File: src/rtl/proc_unit_gen.sv
// proc_unit_gen: parametrised processor datapath with NUM_REGS general registers,
// PC, IR, address register, Y operand register, two bus multiplexers, a carry-chain
// ALU and a four-bit status register (Z, C, N, V). It contains no control logic.
// The external controller drives every load enable and mux select.
//
// Ports
//   clk            rising-edge clock
//   rst            asynchronous active-low reset (clears all storage)
//   mem_word       memory read data (Bus_2 source 2)
//   Load_Reg       per-register load enables, bit i loads R[i] from Bus_2
//   Load_PC        PC <= Bus_2 (has priority over Inc_PC)
//   Inc_PC         PC <= PC + 1, modulo 2^DATA_W
//   Load_IR        IR <= Bus_2
//   Load_Add_R     address register <= Bus_2
//   Load_Reg_Y     Y <= Bus_2
//   Load_Flags     {Z,C,N,V} <= ALU flags
//   Sel_Bus_1_Mux  Bus_1 select: R[sel] if sel < NUM_REGS, PC if sel == NUM_REGS, else 0
//   Sel_Bus_2_Mux  Bus_2 select: 0 ALU, 1 Bus_1, 2 mem_word, 3 zero
//   instruction    IR contents
//   address        address register contents
//   Bus_1          Bus_1 value
//   Zflag..Vflag   registered status flags

// Generic clear-on-reset load register. It is used for each general register and
// for IR, address and Y.
module proc_unit_gen_reg #(
   parameter int W = 8
) (
   input  logic         clk,
   input  logic         rst,
   input  logic         en,
   input  logic [W-1:0] d,
   output logic [W-1:0] q
);
   always_ff @(posedge clk or negedge rst) begin
      if (!rst)    q <= '0;
      else if (en) q <= d;
   end
endmodule

module proc_unit_gen #(
   parameter int DATA_W   = 8,
   parameter int NUM_REGS = 4,
   parameter int SEL1_W   = $clog2(NUM_REGS + 1)
) (
   input  logic                clk,
   input  logic                rst,
   input  logic [DATA_W-1:0]   mem_word,
   input  logic [NUM_REGS-1:0] Load_Reg,
   input  logic                Load_PC,
   input  logic                Inc_PC,
   input  logic                Load_IR,
   input  logic                Load_Add_R,
   input  logic                Load_Reg_Y,
   input  logic                Load_Flags,
   input  logic [SEL1_W-1:0]   Sel_Bus_1_Mux,
   input  logic [1:0]          Sel_Bus_2_Mux,
   output logic [DATA_W-1:0]   instruction,
   output logic [DATA_W-1:0]   address,
   output logic [DATA_W-1:0]   Bus_1,
   output logic                Zflag,
   output logic                Cflag,
   output logic                Nflag,
   output logic                Vflag
);
   localparam int MSB = DATA_W - 1;

   typedef enum logic [3:0] {
      OP_NOP = 4'd0,
      OP_ADD = 4'd1,
      OP_SUB = 4'd2,
      OP_AND = 4'd3,
      OP_NOT = 4'd4,
      OP_ADC = 4'd5,
      OP_SBB = 4'd6,
      OP_SHL = 4'd7,
      OP_SHR = 4'd8,
      OP_CMP = 4'd9
   } op_t;

   logic [NUM_REGS-1:0][DATA_W-1:0] regs;
   logic [DATA_W-1:0] pc, y_reg, bus_2;
   logic [DATA_W-1:0] alu_res, flag_res;
   logic              c_nxt, v_nxt;
   logic [DATA_W:0]   add_w, sub_w;
   logic              cin, v_add, v_sub;
   op_t               opcode;

   // ---------------- storage ----------------
   for (genvar i = 0; i < NUM_REGS; i++) begin : g_reg
      proc_unit_gen_reg #(.W(DATA_W)) u_r (
         .clk (clk), .rst (rst), .en (Load_Reg[i]), .d (bus_2), .q (regs[i])
      );
   end

   proc_unit_gen_reg #(.W(DATA_W)) u_ir (
      .clk (clk), .rst (rst), .en (Load_IR), .d (bus_2), .q (instruction)
   );
   proc_unit_gen_reg #(.W(DATA_W)) u_ar (
      .clk (clk), .rst (rst), .en (Load_Add_R), .d (bus_2), .q (address)
   );
   proc_unit_gen_reg #(.W(DATA_W)) u_y (
      .clk (clk), .rst (rst), .en (Load_Reg_Y), .d (bus_2), .q (y_reg)
   );

   always_ff @(posedge clk or negedge rst) begin
      if (!rst)         pc <= '0;
      else if (Load_PC) pc <= bus_2;
      else if (Inc_PC)  pc <= pc + DATA_W'(1);
   end

   always_ff @(posedge clk or negedge rst) begin
      if (!rst) begin
         {Zflag, Cflag, Nflag, Vflag} <= 4'b0000;
      end else if (Load_Flags) begin
         Zflag <= (flag_res == '0);
         Cflag <= c_nxt;
         Nflag <= flag_res[MSB];
         Vflag <= v_nxt;
      end
   end

   // ---------------- bus multiplexers ----------------
   // Compare per entry rather than indexing, because the select is wider than a register index.
   always_comb begin
      Bus_1 = '0;
      for (int i = 0; i < NUM_REGS; i++)
         if (Sel_Bus_1_Mux == SEL1_W'(i)) Bus_1 = regs[i];
      if (Sel_Bus_1_Mux == SEL1_W'(NUM_REGS)) Bus_1 = pc;
   end

   always_comb begin
      case (Sel_Bus_2_Mux)
         2'd0:    bus_2 = alu_res;
         2'd1:    bus_2 = Bus_1;
         2'd2:    bus_2 = mem_word;
         default: bus_2 = '0;
      endcase
   end

   // ---------------- ALU: A = Y, B = Bus_1 ----------------
   assign opcode = op_t'(instruction[MSB -: 4]);

   // The carry-in is the pre-edge Cflag. A flag load in the same cycle replaces it after the edge.
   assign cin   = ((opcode == OP_ADC) || (opcode == OP_SBB)) ? Cflag : 1'b0;
   assign add_w = {1'b0, y_reg} + {1'b0, Bus_1} + {{DATA_W{1'b0}}, cin};
   // Bit DATA_W of the difference is the borrow, set when A < B + cin.
   assign sub_w = {1'b0, y_reg} - {1'b0, Bus_1} - {{DATA_W{1'b0}}, cin};
   assign v_add = (y_reg[MSB] == Bus_1[MSB]) && (add_w[MSB] != y_reg[MSB]);
   assign v_sub = (y_reg[MSB] != Bus_1[MSB]) && (sub_w[MSB] != y_reg[MSB]);

   always_comb begin
      alu_res  = Bus_1;
      flag_res = Bus_1;
      c_nxt    = 1'b0;
      v_nxt    = 1'b0;
      case (opcode)
         OP_ADD, OP_ADC: begin
            alu_res  = add_w[MSB:0];
            flag_res = add_w[MSB:0];
            c_nxt    = add_w[DATA_W];
            v_nxt    = v_add;
         end
         OP_SUB, OP_SBB: begin
            alu_res  = sub_w[MSB:0];
            flag_res = sub_w[MSB:0];
            c_nxt    = sub_w[DATA_W];
            v_nxt    = v_sub;
         end
         OP_AND: begin
            alu_res  = y_reg & Bus_1;
            flag_res = y_reg & Bus_1;
         end
         OP_NOT: begin
            alu_res  = ~Bus_1;
            flag_res = ~Bus_1;
         end
         OP_SHL: begin
            alu_res  = {Bus_1[MSB-1:0], 1'b0};
            flag_res = {Bus_1[MSB-1:0], 1'b0};
            c_nxt    = Bus_1[MSB];
         end
         OP_SHR: begin
            alu_res  = {1'b0, Bus_1[MSB:1]};
            flag_res = {1'b0, Bus_1[MSB:1]};
            c_nxt    = Bus_1[0];
         end
         // CMP passes B through and takes its flags from the subtraction.
         OP_CMP: begin
            flag_res = sub_w[MSB:0];
            c_nxt    = sub_w[DATA_W];
            v_nxt    = v_sub;
         end
         default: ;
      endcase
   end
endmodule

File: config.mk
export PLATFORM = sky130hd
export DESIGN_NAME = proc_unit_gen
export DESIGN_NICKNAME = d
export VERILOG_FILES = /design/src/rtl/proc_unit_gen.sv
export SDC_FILE = /design/constraint.sdc
export NUM_CORES = 1
export LEC_CHECK = 0
export ABC_AREA = 0
export ABC_CLOCK_PERIOD_IN_PS = 3290
export BUFFER_PORTS_ARGS = -buffer_cell sky130_fd_sc_hd__buf_2
export CAP_MARGIN = 40
export CORE_UTILIZATION = 45
export DETAILED_ROUTE_END_ITERATION = 6
export PLACE_DENSITY_LB_ADDON = 0.3
export SKIP_LAST_GASP = 1
export SLEW_MARGIN = 5
export SYNTH_ARGS = -nofsm -noshare
export SYNTH_HDL_FRONTEND = slang
export SYNTH_SLANG_ARGS = --single-unit
File: constraint.sdc
create_clock -name clk -period 3.29 [get_ports clk]
set_input_delay 0.1645 -clock clk [delete_from_list [all_inputs] [get_ports clk]]
set_output_delay 0.1645 -clock clk [all_outputs]
set_load 0.01 [all_outputs]
==> results.yml, run 1 <==
outcome:
  status: "finished with violations"
  violations: "setup timing"
sta:
  fin_ws_ns: -0.0601
  tightest_slew_ns: 0.659
  slew_viol_final: 0
  rsz0062_at_grt: "yes"
  post-route-period-util: 1.02
  setup-tns-final_ns: -0.0601
  max_freq_mhz: 298
  slew_headroom: 0.557
  clock_skew_ns: 0.0127
  min_period_ns: 3.35
  hold_viol: 0
  final-setup-viol-count: 1
  whs_ns: 0.0895
die:
  io-pin-count: 53
  die_w_um: 107
  rows: 37
  fp.dieArea_um2: 11400
  fp.coreArea_um2: 10500
  fp.dieH_um: 107
  start_util: 0.470
placed_design:
  placed_area_um2: 5920
  place_ws_ns: -0.277
  dp.cells: 771
  io_buffers: 52
  gp_congestion: 0.910
  dpl.hpwl_um: 11500
global_route:
  grt_overflow: 0
  grt_pass1_vias: 4529
  grt_max_degree: 34
  antenna_found_initial: 0
  grt_pass1_wl_um: 23900
  grt_use_total: 0.278
final_layout:
  design_area_um2: 6420
  finalNonFillerCells: 799
  final_cell_mix: "buf_4, dfrtp_1, buf_2"
  layout-drive-gt1-share: 0.362
  finalNetCount: 709
  final_common_cell: "buf_4"
  fin_util: 0.613
  antenna-diode-count: 0
  area_growth_pct: 30.5
run:
  max_cap_violations: 0
pwr:
  vdd_drop_max_mv: 0.400
  cellPowerDensity_nw_per_um2: 891
  leakagePower_nw: 2.95
  total_power_mw: 5.72
setup_path:
  slowest_delay_ns: 0.41
  required_ns: 3.54
  critPathMaxFanout: 3
  crit_arrival_ns: 3.60
  path_buf_inv: 1
  path_class: "reg2reg"
  path_cells: "mux2i_1 > o21a_1 > o22ai_4 > fa_2 > inv_2 > ha_1 > a21oi_2 > nand2_1 > a2111o_1 > a311o_1 > a2111oi_4 > a31oi_1 > a311oi_1"
  crit_family: "compound AO/OA/AOI/OAI gates"
  cp_slowest_cell: "fa_2"
  startpoint_type: "flip-flop"
  end_kind: "flip-flop"
detailed_routing:
  vias_per_cell: 5.76
  drtIter0Drc: 329
  antenna_left: 0
  firstDrtPassIters: 5
  num_vias: 4601
  routedWlPerCell_um: 19.0
  drcViolationCount: 0
  drt-total-wl_um: 15200
logic_synthesis:
  yosysSeqAreaShare: 0.346
  syn_area_per_cell_um2: 9.28
  yosysWarnings: 0
  synth_cell_types: 76
  netlist_instances: 530
  ys_ff_latch: 68
  syn_nets: 580
  syn-cell-area_um2: 4920
  async_flop_share: 1.00
  synthFlopType: "dfrtp_1"
  synth_edf_count: 0
clock_tree:
  htreeDepth: 3
  clkTransAtPathRegs_ns: 0.08
  clock_latency_ns: 0.36
  numCtsBuffers: 9
  cts-root-buf: "clkbuf_8"
  cts_tree: "built"
  cts.sinks: 68
  cts_max_path_buffers: 2
worst_hold_path:
  hold_class: "in2reg"
## worst paths after layout
path | from | endpoint | slack, ns | cells past startpoint
worst max-delay path | g_reg[0].u_r.q[0]$_DFFE_PN0P_ | Zflag$_DFFE_PN0P_ | -0.06 | 13
worst min-delay path | Load_Flags | Zflag$_DFFE_PN0P_ | 0.09 | 2
worst max register to register | g_reg[0].u_r.q[0]$_DFFE_PN0P_ | Zflag$_DFFE_PN0P_ | -0.06 | 13
worst min register to register | Vflag$_DFFE_PN0P_ | Vflag$_DFFE_PN0P_ | 0.50 | 2
max in group asynchronous | rst | u_y.q[4]$_DFFE_PN0P_ | 2.35 | 4
min in group asynchronous | rst | g_reg[0].u_r.q[0]$_DFFE_PN0P_ | 0.21 | 2
## layer usage
| layer | part of all wire | GRT usage | routed length, um | up-vias |
|---|---|---|---|---|
| li1 | - | - | - | 2198 |
| met1 | 0.43 | 0.360 | 6560 | 2235 |
| met2 | 0.49 | 0.481 | 7430 | 144 |
| met3 | 0.051 | 0.0337 | 766 | 24 |
| met4 | 0.026 | 0.0939 | 394 | 0 |
| met5 | 0 | 0 | 0 | - |
## area by class of cell
| class | instances | area (um2) |
|---|---|---|
| fill | 900 | 4040 |
| multi-input combinational | 401 | 3170 |
| sequential | 68 | 1700 |
| timing repair buffer | 146 | 1020 |
| tap | 136 | 170 |
| clock buffer | 9 | 124 |
| inverter | 33 | 124 |
| clock inverter | 6 | 114 |
## flip-flops by register name, summed over array words and instances, names as in the netlist
register  count
Vflag         1
Nflag         1
pc            8
u_ir.q        8
g.u_r.q      32
Zflag         1
u_ar.q        8
u_y.q         8
Cflag         1
## power breakdown
part,switching (mW),leakage (nW),internal (mW)
clock network,0.326,0.112,0.500
logic,1.85,1.99,1.74
registers,0.180,0.848,1.12
total,2.35,2.95,3.37
## cells in the mapped netlist, drive strengths merged (6+ instances only)
library cell | number | area share
dfrtp | 68 | 0.35
mux2i | 22 | 0.045
a21oi | 48 | 0.050
ha | 21 | 0.053
inv | 33 | 0.025
nand2b | 6 | 0.0076
nand3 | 16 | 0.016
nand3b | 9 | 0.014
o21ai | 30 | 0.031
xor2 | 7 | 0.012
buf | 11 | 0.016
a211oi | 9 | 0.015
nor3 | 8 | 0.0092
o21a | 8 | 0.013
xnor2 | 10 | 0.018
clkbuf | 17 | 0.013
nor2 | 42 | 0.032
mux2 | 32 | 0.077
a31oi | 6 | 0.0076
nor2b | 10 | 0.013
nand2 | 33 | 0.025
## repair_timing
item	in CTS	in global routing
hold buffers	1	0
endpoints found under the setup margin	38	57
cloned	0	0
pin swaps	12	13
gates resized for setup	13	30
setup buffers	9	3
endpoints found under the hold margin	47	0
## logic make-up after synthesis
family | after synthesis | synth area share
adders and majority gates | 25 | 0.0697
and+or+nand+nor | 150 | 0.157
buffers and inverters | 61 | 0.0544
xor gates and xnor gates | 17 | 0.0303
AOI/OAI and AO/OA | 155 | 0.220
muxes | 54 | 0.122
DFF | 68 | 0.346
No activity file was read; power rests on OpenSTA's default activity.
==> inputs of run 2 (changes only) <==
--- a/config.mk
+++ b/config.mk
@@ -9,6 +9,7 @@
 export ABC_CLOCK_PERIOD_IN_PS = 3290
 export BUFFER_PORTS_ARGS = -buffer_cell sky130_fd_sc_hd__buf_2
 export CAP_MARGIN = 40
+export CORE_MARGIN = 1.5
 export CORE_UTILIZATION = 45
 export DETAILED_ROUTE_END_ITERATION = 6
 export PLACE_DENSITY_LB_ADDON = 0.3
==> run 2 against run 1 <==
The run still ends with setup timing left. Via count decreased by 1.1%. Critical path type unchanged. Global-route usage rose by 0.17 points. Critical endpoint unchanged. Flip-flop and latch count did not move. Core utilization is 0.99 points lower.
==> results.yml, run 2 (synthesized netlist as in run 1, its figures left out) <==
final_layout:
  fin_util: 0.604
  area_growth_pct: 28.4
  layout-drive-gt1-share: 0.355
  finalNonFillerCells: 789
  largest_register_ff_count: 32
  antenna-diode-count: 0
  final_common_cell: "buf_4"
  top_register: "g.u_r.q"
  finalNetCount: 698
  design_area_um2: 6310
  final_cell_mix: "buf_4, dfrtp_1, buf_2"
pwr:
  cellPowerDensity_nw_per_um2: 876
  vdd_drop_max_mv: 0.428
  leakagePower_nw: 2.88
clock_tree:
  cts_tree: "built"
  clkTransAtPathRegs_ns: 0.08
  cts-root-buf: "clkbuf_8"
  clock_latency_ns: 0.35
  cts.sinks: 68
  numCtsBuffers: 9
  htreeDepth: 3
  cts_max_path_buffers: 2
detailed_routing:
  drtIter0Drc: 233
  drt-total-wl_um: 15200
  antenna_left: 0
  vias_per_cell: 5.77
  firstDrtPassIters: 5
  routedWlPerCell_um: 19.3
  num_vias: 4549
  drcViolationCount: 0
sta:
  final-setup-viol-count: 9
  slew_headroom: 0.494
  rsz0062_at_grt: "yes"
  post-route-period-util: 1.02
  hold_viol: 0
  min_period_ns: 3.36
  slew_viol_final: 0
  clock_skew_ns: 0.0116
  tightest_slew_ns: 0.755
  fin_ws_ns: -0.0690
  max_freq_mhz: 298
placed_design:
  dpl.hpwl_um: 11500
  dp.cells: 761
  gp_congestion: 0.939
  io_buffers: 52
  placed_area_um2: 5830
run:
  max_cap_violations: 0
setup_path:
  crit_arrival_ns: 3.61
  reg2reg_to: "Zflag$_DFFE_PN0P_"
  r2r_start: "pc[0]$_DFFE_PN0P_"
  required_ns: 3.54
  reg2reg_slack_ns: -0.07
  end_kind: "flip-flop"
  reg2reg_depth: 12
  critPathMaxFanout: 3
  path_class: "reg2reg"
  startpoint_type: "flip-flop"
  startpoint: "pc[0]$_DFFE_PN0P_"
worst_hold_path:
  hold_depth: 2
  holdPathEnd: "Zflag$_DFFE_PN0P_"
  hold_class: "in2reg"
  hp-start: "Load_Flags"
die:
  rows: 37
  fp.coreArea_um2: 10500
  io-pin-count: 53
  fp.dieArea_um2: 11600
  die_w_um: 108
  start_util: 0.470
  fp.dieH_um: 108
global_route:
  grt_use_total: 0.280
  grt_pass1_vias: 4582
  grt_max_degree: 55
  grt_pass1_wl_um: 24300
  antenna_found_initial: 0
  grt_overflow: 0
outcome:
  violations: "setup timing"
  status: "finished with violations"
[run 2: changes by cell type in the layout (fill, tap and decap cells not counted), moves of 2 or more]
cell	change
buf_4	-9
mux2_2	+7
mux2_4	-7
inv_1	+3
inv_2	-3
clkinv_2	+2
clkinvlp_4	-2
o21ai_0	+2
o21ai_1	-2
[run 2: how the worst max path moves through the flow]
stage                                   end  slack, ns  cells past startpoint
after floorplan           Zflag$_DFFE_PN0P_      -0.03                     15
after detailed placement  Zflag$_DFFE_PN0P_      -0.44                     16
after global placement    Zflag$_DFFE_PN0P_      -0.38                     16
after CTS                 Zflag$_DFFE_PN0P_      -0.08                     12
final                     Zflag$_DFFE_PN0P_      -0.07                     12
after global routing      Zflag$_DFFE_PN0P_      -0.24                     12
[run 2: area by class of cell]
cell class,count,area [um2]
clock buffer,10,138
fill,931,4150
inverter,33,124
clock inverter,6,87.6
tap,136,170
multi-input combinational,401,3180
timing repair buffer,135,918
sequential,68,1700
[run 2: timing repair]
item	in CTS	in global routing
setup buffers	3	8
pin swaps	13	21
hold buffers	1	0
setup endpoints to repair	38	58
resized for setup	11	25
hold endpoints to repair	14	0
[run 2: power breakdown]
group	leakage, nW	switching (mW)	total [mW]	internal, mW
combinational	1.91	1.84	3.45	1.62
sequential	0.848	0.181	1.30	1.12
clock	0.116	0.327	0.774	0.447
total	2.88	2.35	5.53	3.19
[run 2: metal layers]
metal | GRT usage | vias up | routed length [um] | share of wire
met5 | 0 | - | 0 | 0
met4 | 0.145 | 0 | 621 | 0.041
met3 | 0.0248 | 42 | 665 | 0.044
met2 | 0.459 | 142 | 7250 | 0.48
met1 | 0.369 | 2189 | 6660 | 0.44
li1 | - | 2176 | - | -
[run 2: stage by stage]
step	power, mW	worst slack, ns	hold WS, ns	setup TNS, ns
4_1_cts	5.30	-0.0839	0.115	-0.0839
5_1_grt	5.92	-0.241	0.136	-5.86
3_5_place_dp	4.43	-0.438	0.0878	-7.49
2_1_floorplan	3.27	-0.0291	-0.131	-0.0291
3_3_place_gp	4.37	-0.382	0.0865	-4.98
6_report	5.53	-0.0690	0.120	-0.345
[run 2: critical path, stage by stage (launching register included)]
cell,delay [ns]
dfrtp_1,0.38
mux2i_1,0.15
o21a_1,0.17
o22ai_4,0.10
fa_2,0.38
fa_2,0.36
a21bo_1,0.24
a211oi_4,0.29
xor2_1,0.13
a311o_1,0.32
a2111oi_4,0.34
a31oi_1,0.16
a311oi_2,0.25
==> inputs of run 3 (changes only) <==
--- a/config.mk
+++ b/config.mk
@@ -5,7 +5,7 @@
 export SDC_FILE = /design/constraint.sdc
 export NUM_CORES = 1
 export LEC_CHECK = 0
-export ABC_AREA = 0
+export ABC_AREA = 1
 export ABC_CLOCK_PERIOD_IN_PS = 3290
 export BUFFER_PORTS_ARGS = -buffer_cell sky130_fd_sc_hd__buf_2
 export CAP_MARGIN = 40
==> run 3 against run 2 <==
The flow now finishes without violations. Core utilization down 5.5 points. Total power decreased by 23%. Clock skew up 0.0012 ns. Non-clock buffer count is 52 lower. Clock-buffer cell count grew 2. Critical path type unchanged. Largest cell class unchanged. Largest power group unchanged.
==> results.yml, run 3 <==
global_route:
  grt_pass1_vias: 4934
  grt_use_total: 0.267
  antenna_found_initial: 0
  grt_overflow: 0
  grt_pass1_wl_um: 25700
  grt_max_degree: 34
pwr:
  intPower_mw: 2.46
  power_frac_comb: 0.470
  switchingPower_mw: 1.81
  pwr-share-seq: 0.269
  cellPowerDensity_nw_per_um2: 688
  vdd_drop_max_mv: 0.371
  clkPwrFrac: 0.261
  swShare: 0.424
  leakagePower_nw: 3.37
logic_synthesis:
  synth.most_common_cell: "nand2_1"
  netlist_top_cells_count: "nand2_1, inv_1, nor2_1"
  synthMuxAreaShare: 0.00217
  synthFlopType: "dfrtp_1"
  syn-cell-area_um2: 5190
  synth_simple_gate_area_share: 0.380
  synth_edf_count: 0
  syn_nets: 812
  yosysSeqAreaShare: 0.328
  yosys.area.top_type: "dfrtp_1"
  synth_xor_area_frac: 0.0135
  ys_ff_latch: 68
  synth_top_family_by_area: "simple AND/OR/NAND/NOR gates"
  synth_top_area_frac: 0.328
  synth_fa_ha_area_frac: 0.0660
  synth-compound-area-share: 0.108
  syn_area_per_cell_um2: 6.82
  yosysWarnings: 0
  synth_cell_types: 44
  synth.area.top_cells: "dfrtp_1, nand2_1, inv_1"
  netlist_instances: 762
  async_flop_share: 1.00
setup_path:
  path_class: "reg2reg"
  required_ns: 3.52
  startpoint_type: "flip-flop"
  critPathMaxFanout: 6
  end_kind: "flip-flop"
  crit_arrival_ns: 3.28
clock_tree:
  cts_max_path_buffers: 2
  numCtsBuffers: 9
  cts_tree: "built"
  htreeDepth: 3
  clkTransAtPathRegs_ns: 0.07
  clock_latency_ns: 0.35
  cts-root-buf: "clkbuf_16"
  cts.sinks: 68
sta:
  post-route-period-util: 0.927
  slew_viol_final: 0
  rsz0062_at_grt: "yes"
  max_freq_mhz: 328
  fin_ws_ns: 0.239
  final-setup-viol-count: 0
  min_period_ns: 3.05
  slew_headroom: 0.531
  clock_skew_ns: 0.0128
  whs_ns: 0.104
  tightest_slew_ns: 0.701
  hold_viol: 0
  setup-tns-final_ns: 0
die:
  fp.coreArea_um2: 11300
  die_w_um: 110
  rows: 39
  fp.dieArea_um2: 12200
  start_util: 0.459
  io-pin-count: 53
  fp.dieH_um: 110
final_layout:
  design_area_um2: 6210
  multi_input_area_um2: 3030
  final_common_cell: "nand2_1"
  finalNetCount: 893
  top_register: "g.u_r.q"
  nFillCells: 1099
  antenna-diode-count: 0
  layout-drive-gt1-share: 0.191
  register_area_um2: 1700
  area_growth_pct: 19.6
  final_cell_mix: "nand2_1, inv_1, nor2_1"
  largest_register_ff_count: 32
placed_design:
  io_buffers: 52
  dpl.hpwl_um: 12300
  placed_area_um2: 5800
  gp_congestion: 1.02
  place_ws_ns: 0.0534
detailed_routing:
  vias_per_cell: 5.31
  drt-total-wl_um: 15900
  num_vias: 5256
  firstDrtPassIters: 6
  drtIter0Drc: 420
  routedWlPerCell_um: 16.0
  antenna_left: 0
  drcViolationCount: 0
run:
  max_cap_violations: 0
worst_hold_path:
  hold_class: "in2reg"
outcome:
  status: "completed"
## run 3: changes by cell type in the layout (fill, tap and decap cells not counted), sizes merged, moves of 9 or more
cell / before / now
a211oi: 9 / 0
a21oi: 48 / 17
a31oi: 6 / 21
buf: 134 / 82
inv: 33 / 117
mux2: 32 / 1
mux2i: 22 / 0
nand2: 33 / 248
nand3: 16 / 68
nand4: 3 / 24
nor2: 42 / 89
nor2b: 10 / 0
o21ai: 30 / 40
xnor2: 10 / 0
## run 3: per-stage QoR
stage               instances  power, mW   util
floorplan                 762       2.45      -
global placement          973       3.08  0.510
detailed placement        974       3.09  0.512
CTS                       990       4.20  0.543
global route              990       4.56  0.549
finish                    990       4.27  0.549
## run 3: kinds of logic (layout without fill, tap and decap cells)
| logic type | after synthesis | count (layout) |
|---|---|---|
| adders and majority gates | 25 | 25 |
| and+or+nand+nor | 439 | 439 |
| xor gates and xnor gates | 8 | 8 |
| muxes | 1 | 1 |
| buffers and inverters | 132 | 217 |
| AOI/OAI and AO/OA | 89 | 89 |
| DFF | 68 | 68 |
## run 3: worst paths after layout
check	slack (ns)	cells past startpoint	end	start
setup / recovery	0.24	21	pc[5]$_DFFE_PN0P_	g_reg[3].u_r.q[3]$_DFFE_PN0P_
setup reg to reg	0.24	21	pc[5]$_DFFE_PN0P_	g_reg[3].u_r.q[3]$_DFFE_PN0P_
min in group asynchronous	0.20	2	Vflag$_DFFE_PN0P_	rst
hold reg to reg	0.48	2	u_ar.q[6]$_DFFE_PN0P_	u_ar.q[6]$_DFFE_PN0P_
hold / removal	0.10	2	Vflag$_DFFE_PN0P_	Load_Flags
max in group asynchronous	2.40	4	pc[5]$_DFFE_PN0P_	rst
## run 3: area by class of cell
class                   instances  area share
flip-flops and latches         68       0.274
clock buffers                  12      0.0429
multi-input cells             562       0.487
repair buffers                 83      0.0838
well taps                     143      0.0288
clock inverters                 3      0.0111
inverters                     119      0.0721
## run 3: metal layers
metal,vias to the layer above,track usage,share of wire
met5,-,0,0
met4,0,0.0932,0.023
met3,29,0.0527,0.083
met2,240,0.411,0.45
met1,2386,0.375,0.45
li1,2601,-,-
## run 3: critical path: stages, from the launching register on
cell and delay [ns]:
dfrtp_1 0.38, nand4_1 0.09, nand2_1 0.06, nor2_1 0.08, nand2_1 0.12, nand2_2 0.11
inv_1 0.08, ha_1 0.30, inv_1 0.06, ha_1 0.36, nand2_1 0.10, inv_1 0.06
o21ai_0 0.11, nand4_1 0.17, nand3_1 0.14, nand3_1 0.08, nor2_1 0.10, nand2_1 0.07
nand2_2 0.13, nand2_4 0.12, o21ai_1 0.14, inv_1 0.05
## run 3: timing repair
action,in CTS,in global routing
resized for setup,0,13
buffers inserted,0,0
hold endpoints to repair,35,0
setup endpoints to repair,0,36
hold buffers,1,0
## run 3: power groups by stage
stage,combinational [mW],clock [mW],sequential (mW)
CTS,1.94,1.11,1.15
detailed placement,1.92,0,1.16
global placement,1.92,0,1.16
floorplan,1.29,0,1.16
global route,2.23,1.15,1.17
finish,2.01,1.11,1.15
